`src/rtl/lut_divider_pkg.sv`:
```
// Shared definitions for the reciprocal-LUT divider: widths, the largest
// divisor with a valid LUT entry, and the FSM state encoding.
package lut_divider_pkg;

  localparam int N_W  = 16;
  localparam int D_W  = 9;
  localparam int FRAC = 16;
  localparam logic [D_W-1:0] D_MAX = 9'd169;

  typedef enum logic [2:0] {
    S_IDLE,
    S_LOOKUP,
    S_MULT,
    S_CORR1,
    S_CORR2,
    S_DONE
  } state_t;

  // Divisors the LUT cannot serve take the error path.
  function automatic logic is_bad_den(input logic [D_W-1:0] d);
    return (d == '0) || (d > D_MAX);
  endfunction

endpackage

```
`src/rtl/lut_divider.sv`:
```
// Sequential unsigned divider: Q = N / D, R = N % D from an external
// reciprocal LUT floor((2^16-1)/D), a multiply, >>16 and two correction steps.
module lut_divider
  import lut_divider_pkg::*;
(
  input  logic           clk,
  input  logic           rst_n,
  input  logic           in_valid,
  output logic           in_ready,
  input  logic [N_W-1:0] num,
  input  logic [D_W-1:0] den,
  output logic [D_W-1:0] lut_sel,
  input  logic [16:0]    lut_recip,
  output logic           out_valid,
  input  logic           out_ready,
  output logic [N_W-1:0] quot,
  output logic [D_W-1:0] rem,
  output logic           div_err
);

  state_t         state, state_n;
  logic [N_W-1:0] num_r;
  logic [D_W-1:0] den_r;
  logic [15:0]    recip;
  logic [N_W-1:0] q;
  logic [16:0]    r;
  logic           err_r;

  logic [31:0]    prod;
  logic [31:0]    qd;
  logic [N_W-1:0] q_est;
  logic [16:0]    r_est;
  logic [16:0]    den_ext;
  logic           r_ge_d;

  // The estimate never overshoots, so N - q*D stays non-negative in 17 bits.
  assign prod    = {16'd0, num_r} * {16'd0, recip};
  assign q_est   = prod[31:FRAC];
  assign qd      = {16'd0, q_est} * {23'd0, den_r};
  assign r_est   = {1'b0, num_r} - qd[16:0];
  assign den_ext = {8'd0, den_r};
  assign r_ge_d  = (r >= den_ext);

  logic unused_bits;
  assign unused_bits = ^{lut_recip[16], prod[FRAC-1:0], qd[31:17]};

  assign in_ready  = (state == S_IDLE);
  assign out_valid = (state == S_DONE);
  assign quot      = q;
  assign rem       = r[D_W-1:0];
  assign div_err   = err_r;

  // NOTE: every always_comb output gets a default first so no path can
  // leave it unassigned and infer a latch.
  always_comb begin
    state_n = state;
    case (state)
      S_IDLE:   if (in_valid) state_n = is_bad_den(den) ? S_DONE : S_LOOKUP;
      S_LOOKUP: state_n = S_MULT;
      S_MULT:   state_n = S_CORR1;
      S_CORR1:  state_n = S_CORR2;
      S_CORR2:  state_n = S_DONE;
      S_DONE:   if (out_ready) state_n = S_IDLE;
      default:  state_n = S_IDLE;
    endcase
  end

  // NOTE: sequential state uses non-blocking assignments so every register
  // samples pre-edge values regardless of statement order.
  always_ff @(posedge clk or negedge rst_n) begin
    if (!rst_n) begin
      state   <= S_IDLE;
      num_r   <= '0;
      den_r   <= '0;
      lut_sel <= '0;
      recip   <= '0;
      q       <= '0;
      r       <= '0;
      err_r   <= 1'b0;
    end else begin
      state <= state_n;
      case (state)
        S_IDLE: begin
          if (in_valid) begin
            num_r   <= num;
            den_r   <= den;
            lut_sel <= den;
            err_r   <= is_bad_den(den);
            recip   <= '0;
            q       <= '0;
            r       <= '0;
          end
        end
        S_LOOKUP: recip <= lut_recip[15:0];
        S_MULT: begin
          q <= q_est;
          r <= r_est;
        end
        S_CORR1, S_CORR2: begin
          if (r_ge_d) begin
            q <= q + 16'd1;
            r <= r - den_ext;
          end
        end
        default: ;
      endcase
    end
  end

endmodule

```
`config.mk`:
```
export PLATFORM = sky130hd
export DESIGN_NAME = lut_divider
export DESIGN_NICKNAME = d
export VERILOG_FILES = /design/src/rtl/lut_divider_pkg.sv /design/src/rtl/lut_divider.sv
export SDC_FILE = /design/constraint.sdc
export NUM_CORES = 1
export LEC_CHECK = 0
export ABC_CLOCK_PERIOD_IN_PS = 30100
export BUFFER_PORTS_ARGS = -buffer_cell sky130_fd_sc_hd__buf_2
export CAP_MARGIN = 0
export CORE_MARGIN = 5
export CORE_UTILIZATION = 30
export DETAILED_ROUTE_END_ITERATION = 6
export GPL_TIMING_DRIVEN = 1
export SYNTH_ARGS = -nofsm -noshare
export SYNTH_HDL_FRONTEND = slang
export SYNTH_SLANG_ARGS = --single-unit
```
`constraint.sdc`:
```
create_clock -name clk -period 30.1 [get_ports clk]
set_input_delay 6.02 -clock clk [delete_from_list [all_inputs] [get_ports clk]]
set_output_delay 6.02 -clock clk [all_outputs]
set_load 0.01 [all_outputs]
```
======== Word-level counts from Yosys, hierarchy flattened ========
Index checks and enable logic that the tools add are counted.
operators by class
  order comparisons ....................... 2
  reductions and logical operators ........ 10
  muxes and demuxes ....................... 11
  $mul .................................... 2
  equality and inequality tests ........... 8
  add/sub/neg operators ................... 3
operators with widths
  cell                                                  number
  case mux 17 bit (3 select lines)                      1
  case mux 16 bit (3 select lines)                      1
  two-way mux 17 bit                                    2
  multiplier 16 x 16 -> 32 bit                          1
  two-way mux 16 bit                                    2
  case mux 16 bit (2 select lines)                      1
  case mux 3 bit (6 select lines)                       1
  greater-or-equal comparator 17 x 9 -> 1 bit           1
  multiplier 16 x 9 -> 17 bit                           1
  subtractor 16 x 17 -> 17 bit                          1
  subtractor 17 x 9 -> 17 bit                           1
  adder 16 x 1 -> 16 bit (second input constant)        1
  > comparator 9 x 8 -> 1 bit (second input constant)   1
  logical NOT 9 bit                                     1
  two-way mux 3 bit                                     3
  equality test 3 x 2 -> 1 bit (second input constant)  2
  equality test 3 bit (second input constant)           2
  AND reduction 2 bit                                   3
  != test 2 bit (second input constant)                 2
  equality test 3 x 1 -> 1 bit (second input constant)  1
  logical NOT 3 bit                                     1
  AND reduction 3 bit                                   1
  nonzero test 3 bit                                    1
  != test 2 x 1 -> 1 bit (second input constant)        1
  other kinds (3)                                       3
word-level totals
  flip-flop bits (word level) ............. 78
  word-level logic and storage cells ...... 43
  output and inout port bits .............. 37
  input port bits ......................... 46

======== Longest topological paths before layout ========
Gate-level depths: netlist of the first run.
  depth after elaboration ................. 5
  mapped depth ............................ 44
  depth with buffers taken out ............ 42

======== Worst setup path before layout of the first run ========
No wires, ideal clock.
  path kind ............................... register to register
  start point ............................. register recip[7]
  end point ............................... register r[16]
  arrival ................................. 10620 ps
  clock period less this slack ............ 10706 ps
  required time ........................... 30014 ps
  library setup time ...................... 86 ps
  path buffers ............................ 2
  stages on the path, launching flop included .. 42
  path slack .............................. 19394 ps
  cell sequence ........................... dfrtp_1 clkbuf_1 clkbuf_1 nand2_1 fa_1 inv_1 fa_1 inv_1 fa_1 inv_1 fa_1 fa_1 inv_1 fa_1 inv_1 ha_1 a211oi_2 o21ai_1 [6 not listed] fa_1 inv_1 fa_1 fa_1 fa_1 inv_1 fa_1 inv_1 ha_1 o21ai_0 a31oi_1 a211oi_1 or3_1 xnor2_1 xnor2_1 xnor2_1 xor3_1 o221ai_2
between the ends
  longest elaborated chain between the ends .. 4
ends and longest elaborated chain
  item                              RTL line            source
  start, declared                   lut_divider.sv:24   logic [15:0] recip;
  start signal, assigned            lut_divider.sv:94   S_LOOKUP: recip <= lut_recip[15:0];
  multiplier 16 x 16 -> 32 bit      lut_divider.sv:37   assign prod = {16'd0, num_r} * {16'd0, recip};
  multiplier 16 x 9 -> 17 bit       lut_divider.sv:39   assign qd = {16'd0, q_est} * {23'd0, den_r};
  subtractor 16 x 17 -> 17 bit      lut_divider.sv:40   assign r_est = {1'b0, num_r} - qd[16:0];
  case mux 17 bit (3 select lines)  lut_divider.sv:82   case (state)
  end signal, assigned              lut_divider.sv:97   r <= r_est;
  end signal, assigned              lut_divider.sv:102  r <= r - den_ext;
  end, declared                     lut_divider.sv:26   logic [16:0] r;
No other way between the ends.
A chain may end at the register's enable or synchronous reset.

======== Final worst setup path of the first run ========
  start point ............................. register recip[1]
  end point ............................... register r[16]
Same word-level chain as after synthesis.

==> flow_metrics.py, run 1 <==
metrics = {
    "clocking": {
        "holdBufCountCts": 0,
        "cts_root_buf": "clkbuf_16",
        "clk_pin_slew_worst_paths_ps": 70,
        "post_cts_buffers": 0,
        "h-tree-depth": 3,
        "ctsResizeCount": 0,
        "tritoncts": "built",
        "cts.sinks": 78,
        "cts_buffers": 9,
        "clock_path_buffers": 2,
        "clk_latency_ps": 380,
    },
    "sta": {
        "slew_headroom": 0.09875,
        "fin_skew_ps": 9.494,
        "hold_viol": 0,
        "finalCritPeriodShare": 0.4054,
        "max_freq_mhz": 81.96,
        "fin_crit_ps": 12200,
        "drv_slew": 0,
        "setup_violations": 0,
        "grt_setup_unrepaired": "no",
        "worstMarginPinSlew_ps": 1347,
        "tns_ps": 0,
    },
    "route": {
        "detail_route.wirelength_um": 41010,
        "firstDrtPassIters": 5,
        "drc": 0,
        "vias_per_cell": 4.871,
        "post_drt_wl_per_cell_um": 16.04,
        "ant_nets": 0,
        "via_count": 12460,
        "drt_iter0_drc": 771,
    },
    "worst_setup_path": {
        "start_kind": "flop",
        "cp_slowest_cell": "dfrtp_1",
        "max_stage_delay_ps": 830,
        "cp-end-kind": "flop",
        "crit_required_ps": 30400,
        "cpMostUsedCell": "fa_1",
        "crit_fanout": 17,
        "path_class": "flop to flop",
        "cp.arrival_ps": 12500,
    },
    "place": {
        "port_buffers": 81,
        "dpl.hpwl_um": 32710,
        "dpl_cell_area_um2": 17040,
        "place.gp.congestion": 0.8653,
    },
    "synth": {
        "async_flop_share": 1.000,
        "ys_ff_latch": 78,
        "ys.flop_type": "dfrtp_1",
        "synth_edf_count": 0,
        "netlist.area_leader.share": 0.3497,
        "yosysTopAreaCell": "fa_1",
        "synth.area.top_cells": "fa_1 35%, dfrtp_1 12%, ha_1 11%",
        "synth_cell_types": 66,
        "yosysWarnings": 0,
        "avgSynthCellArea_um2": 8.682,
        "netlist_instances": 1846,
        "synth_area_um2": 16030,
        "synth-seq-area-share": 0.1218,
        "synth.net_count": 2313,
    },
    "layout": {
        "final_nets": 2331,
        "regArea_um2": 1952,
        "final_cell_mix": "371 x inv_1, 280 x fa_1, 279 x nand2_1",
        "final_common_cell": "inv_1",
        "drive_gt1_frac": 0.07384,
        "n_fill_cell": 5501,
        "design_area_um2": 17370,
        "n_antenna_cell": 0,
        "area_growth_pct": 8.353,
        "multi_input_area_um2": 12330,
    },
    "floorplan": {
        "design.core.area_um2": 52760,
        "initial_core_util": 0.3038,
        "ioPinCount": 83,
        "die_w_um": 241.1,
        "die_y_um": 241.1,
        "rows": 84,
        "die-area_um2": 58150,
    },
    "global_route": {
        "grt_first_pass_wirelength_um": 68650,
        "antenna_found_initial": 1,
        "track_usage": 0.1463,
        "grt_max_degree": 47,
        "grt_pass1_vias": 13240,
        "gr-total-overflow": 0,
    },
    "run_status": {
        "outcome": "completed",
    },
    "min_path": {
        "min_path_type": "flop to flop",
    },
    "job": {
        "maxCapViolCount": 0,
    },
}
[cells by family after synthesis]
family          share of synthesized area
compound gates                    0.09352
xor+xnor                          0.03052
fa+ha+maj                          0.4598
buf+inv                            0.1097
flops                              0.1218
mux                              0.001327
simple gates                       0.1834
[routing by layer]
metal | track usage | part of all wire | wire length, um | vias up
met1 | 0.2033 | 0.45 | 18440 | 6380
li1 | - | - | - | 5705
met4 | 0.02941 | 0.017 | 681 | 2
met3 | 0.02297 | 0.053 | 2188 | 49
met5 | 0 | 0.00027 | 11 | -
met2 | 0.2443 | 0.48 | 19690 | 319
[worst paths after layout]
check	to	slack, ps	cells past startpoint	from
setup / recovery	r[16]$_DFFE_PN0P_	17900	38	recip[1]$_DFFE_PN0P_
hold / removal	r[12]$_DFFE_PN0P_	520	2	r[12]$_DFFE_PN0P_
setup reg to reg	r[16]$_DFFE_PN0P_	17900	38	recip[1]$_DFFE_PN0P_
hold reg to reg	r[12]$_DFFE_PN0P_	520	2	r[12]$_DFFE_PN0P_
max in group asynchronous	recip[14]$_DFFE_PN0P_	23430	2	rst_n
min in group asynchronous	quot[4]$_DFFE_PN0P_	5590	1	rst_n
[cell usage after synthesis, types with 11 or more instances]
library cell	n
a21oi_1	49
and2_1	176
inv_1	371
o21ai_0	88
nand2_1	279
dfrtp_1	78
buf_4	11
nor2_1	57
a21o_1	14
xnor2_1	30
clkbuf_1	71
fa_1	280
xor2_1	13
ha_1	141
nor3_1	20
and3_1	20
[flip-flops by register name, summed over array words and instances, names as in the netlist]
signal,flops
den_r,9
num_r,16
recip,16
r,17
quot,16
state,3
div_err,1
[layout make-up]
cell class                 count  area share
multi-input combinational   1311      0.7102
sequential                    78      0.1124
inverter                     371     0.08019
tap                          688     0.04957
timing repair buffer          93     0.02867
clock buffer                   9     0.01297
clock inverter                 7    0.005980
[critical path, delay by kind of cell, from the launching register on]
| kind | cells | cell delay [ps] |
|---|---|---|
| xor gates and xnor gates | 5 | 1750 |
| AOI/OAI and AO/OA | 8 | 1920 |
| DFF | 1 | 830 |
| adders and majority gates | 13 | 6160 |
| buffers and inverters | 7 | 330 |
| and+or+nand+nor | 5 | 1090 |
[metrics by stage]
stage / setup WS (ps) / hold slack (ps) / std cells / util
4_1_cts: 17810 / 520.1 / 2557 / 0.3292
3_3_place_gp: 17910 / 487.3 / 2541 / 0.3229
5_1_grt: 17200 / 561.5 / 2557 / 0.3292
2_1_floorplan: 19390 / 463.9 / 1846 / -
3_5_place_dp: 17870 / 505.1 / 2541 / 0.3229
6_report: 17900 / 521.0 / 2557 / 0.3292
Power of run 1 is not shown: default switching activity piles up to over one toggle a cycle in this logic, so the estimate is an artifact.
==> inputs of run 2 (changes only) <==
ABC_AREA = 1   (was not set)
ABC_CLOCK_PERIOD_IN_PS = 10600   (was 30100)
clock period = 10.6 ns   (was 30.1 ns; I/O delays follow)
==> flow_metrics.py, run 2 <==
metrics = {
    "run_status": {
        "outcome": "completed",
    },
    "worst_setup_path": {
        "reg2regPathDepth": 46,
        "r2r_slack_ps": 420,
        "cp-end-kind": "flop",
        "crit_required_ps": 10910,
        "crit_fanout": 6,
        "start_kind": "flop",
        "path_class": "flop to flop",
        "cp_slowest_cell": "dfrtp_4",
        "max_stage_delay_ps": 550,
        "cpMostUsedCell": "inv_1",
        "cp.arrival_ps": 10500,
    },
    "synth": {
        "yosysWarnings": 0,
        "synth-seq-area-share": 0.1136,
        "async_flop_share": 1.000,
        "netlist_instances": 2313,
        "synth_commonest_cells": "585 x inv_1, 559 x nand2_1, 280 x fa_1",
        "ys_ff_latch": 78,
        "synth_edf_count": 0,
        "synth.most_common_cell": "inv_1",
        "synth_cell_types": 55,
        "synth.net_count": 2780,
        "netlist.area_leader.share": 0.3262,
        "ys.flop_type": "dfrtp_1",
        "avgSynthCellArea_um2": 7.429,
        "synth.area.top_cells": "fa_1 33%, inv_1 13%, nand2_1 12%",
        "synth_area_um2": 17180,
        "yosysTopAreaCell": "fa_1",
    },
    "clocking": {
        "holdBufCountCts": 0,
        "cts_root_buf": "clkbuf_16",
        "h-tree-depth": 3,
        "tritoncts": "built",
        "clock_path_buffers": 2,
        "clk_latency_ps": 380,
        "clk_pin_slew_worst_paths_ps": 70,
        "cts.sinks": 78,
        "cts_buffers": 9,
    },
    "global_route": {
        "grt_pass1_vias": 14370,
        "gr-total-overflow": 0,
        "grt_first_pass_wirelength_um": 77980,
        "antenna_found_initial": 0,
        "track_usage": 0.1534,
        "grt_max_degree": 64,
    },
    "job": {
        "maxCapViolCount": 0,
    },
    "layout": {
        "drive_gt1_frac": 0.1257,
        "final_cell_mix": "583 x inv_1, 553 x nand2_1, 279 x fa_1",
        "n_antenna_cell": 0,
        "top_register": "r",
        "final_nets": 2849,
        "final_util": 0.3393,
        "final_common_cell": "inv_1",
        "area_growth_pct": 11.77,
        "largest_reg_flops": 17,
    },
    "sta": {
        "fin_skew_ps": 12.81,
        "holdWs_ps": 510.3,
        "setup_violations": 0,
        "hold_viol": 0,
        "slew_headroom": 0.3308,
        "worstMarginPinSlew_ps": 1003,
        "drv_slew": 0,
        "max_freq_mhz": 98.19,
        "fin_crit_ps": 10180,
        "finalCritPeriodShare": 0.9608,
    },
    "route": {
        "firstDrtPassIters": 6,
        "drt_iter0_drc": 983,
        "vias_per_cell": 4.612,
        "routed-wl-met2_um": 21600,
        "drc": 0,
        "ant_nets": 0,
        "m1WireLength_um": 22450,
        "via_count": 14500,
        "met3_length_um": 2976,
        "top_layer_used": "met4",
        "detail_route.wirelength_um": 47800,
        "post_drt_wl_per_cell_um": 15.21,
    },
    "floorplan": {
        "ioPinCount": 83,
        "initial_core_util": 0.3036,
        "rows": 87,
        "die_y_um": 249.3,
        "design.core.area_um2": 56600,
        "die_w_um": 249.3,
        "die-area_um2": 62170,
    },
    "min_path": {
        "min_path_type": "flop to flop",
        "hold_depth": 2,
    },
    "place": {
        "dpl.hpwl_um": 39410,
        "port_buffers": 81,
        "place.gp.congestion": 0.9056,
    },
}
==> run 2: worst paths after layout <==
path / endpoint / start
min reg2reg: div_err$_DFFE_PN0P_ / div_err$_DFFE_PN0P_
max in group asynchronous: num_r[8]$_DFFE_PN0P_ / rst_n
max: r[16]$_DFFE_PN0P_ / num_r[8]$_DFFE_PN0P_
max reg2reg: r[16]$_DFFE_PN0P_ / num_r[8]$_DFFE_PN0P_
min: div_err$_DFFE_PN0P_ / div_err$_DFFE_PN0P_
min in group asynchronous: num_r[0]$_DFFE_PN0P_ / rst_n
==> run 2: cells by family after synthesis <==
group | synth area share
DFF | 0.1136
xor gates and xnor gates | 0.01507
AOI/OAI and AO/OA | 0.07325
adders and majority gates | 0.4289
buffers and inverters | 0.1574
and+or+nand+nor | 0.2118
==> run 2: layout make-up <==
type | instances | area, um2
multi-input cells | 1533 | 12700
inverters | 597 | 2245
flip-flops and latches | 78 | 1978
repair buffers | 163 | 1041
well taps | 756 | 945.9
clock inverters | 5 | 41.29
fillers | 6102 | 37400
clock buffers | 11 | 252.7
==> run 2: timing repair <==
action	CTS	global route
pin swaps	0	9
resized for setup	1	71
buffers inserted	0	15
endpoints found under the setup margin	1	9
==> run 2: per-layer routing <==
metal | track usage | vias to the layer above
li1 | - | 6959
met5 | 0 | -
met1 | 0.2251 | 7128
met4 | 0.02869 | 0
met2 | 0.2414 | 367
met3 | 0.02495 | 42
==> run 2: stage by stage <==
step                      setup slack (ps)  cell area, um2  TNS [ps]  instances
final                                415.9           19210         0       3143
after global routing                -68.03           19210    -68.03       3143
after CTS                            51.05           18880         0       3128
after detailed placement             37.11           18590         0       3112
after global placement               83.61           18590         0       3112
after floorplan                      593.2           17180         0       2313
==> run 2: critical path: cells and delay by family, from the launching register on <==
| kind | cells | cell delay, ps |
|---|---|---|
| DFF | 1 | 550 |
| and+or+nand+nor | 10 | 1010 |
| adders and majority gates | 13 | 6260 |
| AOI/OAI and AO/OA | 9 | 1180 |
| buffers and inverters | 13 | 930 |
| xor gates and xnor gates | 1 | 200 |
Power of run 2 is left out for the same reason.
==> inputs of run 3 (changes only) <==
RECOVER_POWER = 25   (was not set)
==> flow_metrics.py, run 3 (synthesized netlist as in run 2, its figures left out) <==
metrics = {
    "worst_setup_path": {
        "path_class": "flop to flop",
        "r2r_slack_ps": 430,
        "cp.arrival_ps": 10480,
        "crit_fanout": 6,
        "cp_slowest_cell": "dfrtp_4",
        "max_stage_delay_ps": 550,
        "cpMostUsedCell": "inv_1",
        "cp-end-kind": "flop",
        "start_kind": "flop",
        "crit_required_ps": 10910,
    },
    "floorplan": {
        "rows": 87,
        "design.core.area_um2": 56600,
        "die_w_um": 249.3,
        "initial_core_util": 0.3036,
        "die-area_um2": 62170,
        "ioPinCount": 83,
        "die_y_um": 249.3,
    },
    "layout": {
        "drive_gt1_frac": 0.1240,
        "n_fill_cell": 6103,
        "top_register": "r",
        "final_common_cell": "inv_1",
        "n_antenna_cell": 0,
        "area_growth_pct": 11.70,
        "final_cell_mix": "583 x inv_1, 553 x nand2_1, 279 x fa_1",
        "final_nets": 2849,
        "largest_reg_flops": 17,
        "multi_input_area_um2": 12700,
        "regArea_um2": 1978,
    },
    "clocking": {
        "clock_path_buffers": 2,
        "clk_latency_ps": 380,
        "holdBufCountCts": 0,
        "h-tree-depth": 3,
        "tritoncts": "built",
        "cts.sinks": 78,
        "cts_root_buf": "clkbuf_16",
        "cts_buffers": 9,
        "clk_pin_slew_worst_paths_ps": 70,
    },
    "route": {
        "firstDrtPassIters": 5,
        "via_count": 14470,
        "drc": 0,
        "ant_nets": 0,
        "post_drt_wl_per_cell_um": 15.19,
        "drt_iter0_drc": 981,
        "vias_per_cell": 4.603,
        "detail_route.wirelength_um": 47750,
    },
    "run_status": {
        "outcome": "finished, violations left",
        "violations": "capacitance limit, slew limit",
    },
    "global_route": {
        "antenna_found_initial": 0,
        "grt_pass1_vias": 14370,
        "grt_max_degree": 64,
        "gr-total-overflow": 0,
        "grt_first_pass_wirelength_um": 77980,
        "track_usage": 0.1534,
    },
    "place": {
        "dpl.hpwl_um": 39410,
        "port_buffers": 81,
        "place.gp.congestion": 0.9056,
        "place_worst_setup_slack_ps": 37.11,
    },
    "job": {
        "maxCapViolCount": 2,
    },
    "sta": {
        "setup_slack_ps": 431.3,
        "fin_crit_ps": 10170,
        "setup_violations": 0,
        "max_freq_mhz": 98.34,
        "fin_skew_ps": 9.019,
        "finalCritPeriodShare": 0.9593,
        "worstMarginPinSlew_ps": 3796,
        "tns_ps": 0,
        "hold_viol": 0,
        "slew_headroom": -1.531,
        "drv_slew": 91,
    },
    "min_path": {
        "min_path_type": "flop to flop",
    },
}
-- run 3: critical path: cells and delay by family (launching register included) --
kind | cells | cell delay [ps]
compound gates | 9 | 1180
xor+xnor | 1 | 200
fa+ha+maj | 13 | 6260
buf+inv | 13 | 940
flops | 1 | 550
simple gates | 10 | 970
-- run 3: routing by layer --
layer  wire [um]  global-route usage  vias up
met5           0                   0        -
met4         740             0.02869        0
li1            -                   -     6965
met2       21620              0.2414      338
met1       22630              0.2251     7122
met3        2761             0.02495       42
-- run 3: repair_timing --
item,CTS,global route
endpoints found under the hold margin,0,0
endpoints found under the setup margin,1,9
pin swaps,0,9
gates resized for setup,1,71
buffers inserted,0,15
-- run 3: layout make-up --
cell class,count,share of cell area
clock buffers,11,0.01317
clock inverters,5,0.002151
inverters,597,0.1169
repair buffers,163,0.05358
multi-input cells,1533,0.6618
well taps,756,0.04928
flip-flops and latches,78,0.1031
-- run 3: per-stage QoR --
step / utilization / std cells / cell area (um2) / hold slack (ps)
after global routing: 0.3391 / 3143 / 19190 / 532.4
final: 0.3391 / 3143 / 19190 / 505.2
after global placement: 0.3284 / 3112 / 18590 / 461.3
after detailed placement: 0.3284 / 3112 / 18590 / 478.9
after floorplan: - / 2313 / 17180 / 475.7
after CTS: 0.3336 / 3128 / 18880 / 495.6
-- run 3: final timing paths --
check                                        to  cells after the start                 start
hold reg to reg             div_err$_DFFE_PN0P_                      2   div_err$_DFFE_PN0P_
setup reg to reg              r[16]$_DFFE_PN0P_                     46  num_r[8]$_DFFE_PN0P_
setup / recovery              r[16]$_DFFE_PN0P_                     46  num_r[8]$_DFFE_PN0P_
max in group asynchronous  num_r[8]$_DFFE_PN0P_                      2                 rst_n
min in group asynchronous  num_r[0]$_DFFE_PN0P_                      1                 rst_n
hold / removal              div_err$_DFFE_PN0P_                      2   div_err$_DFFE_PN0P_
Power of run 3 is left out for the same reason.
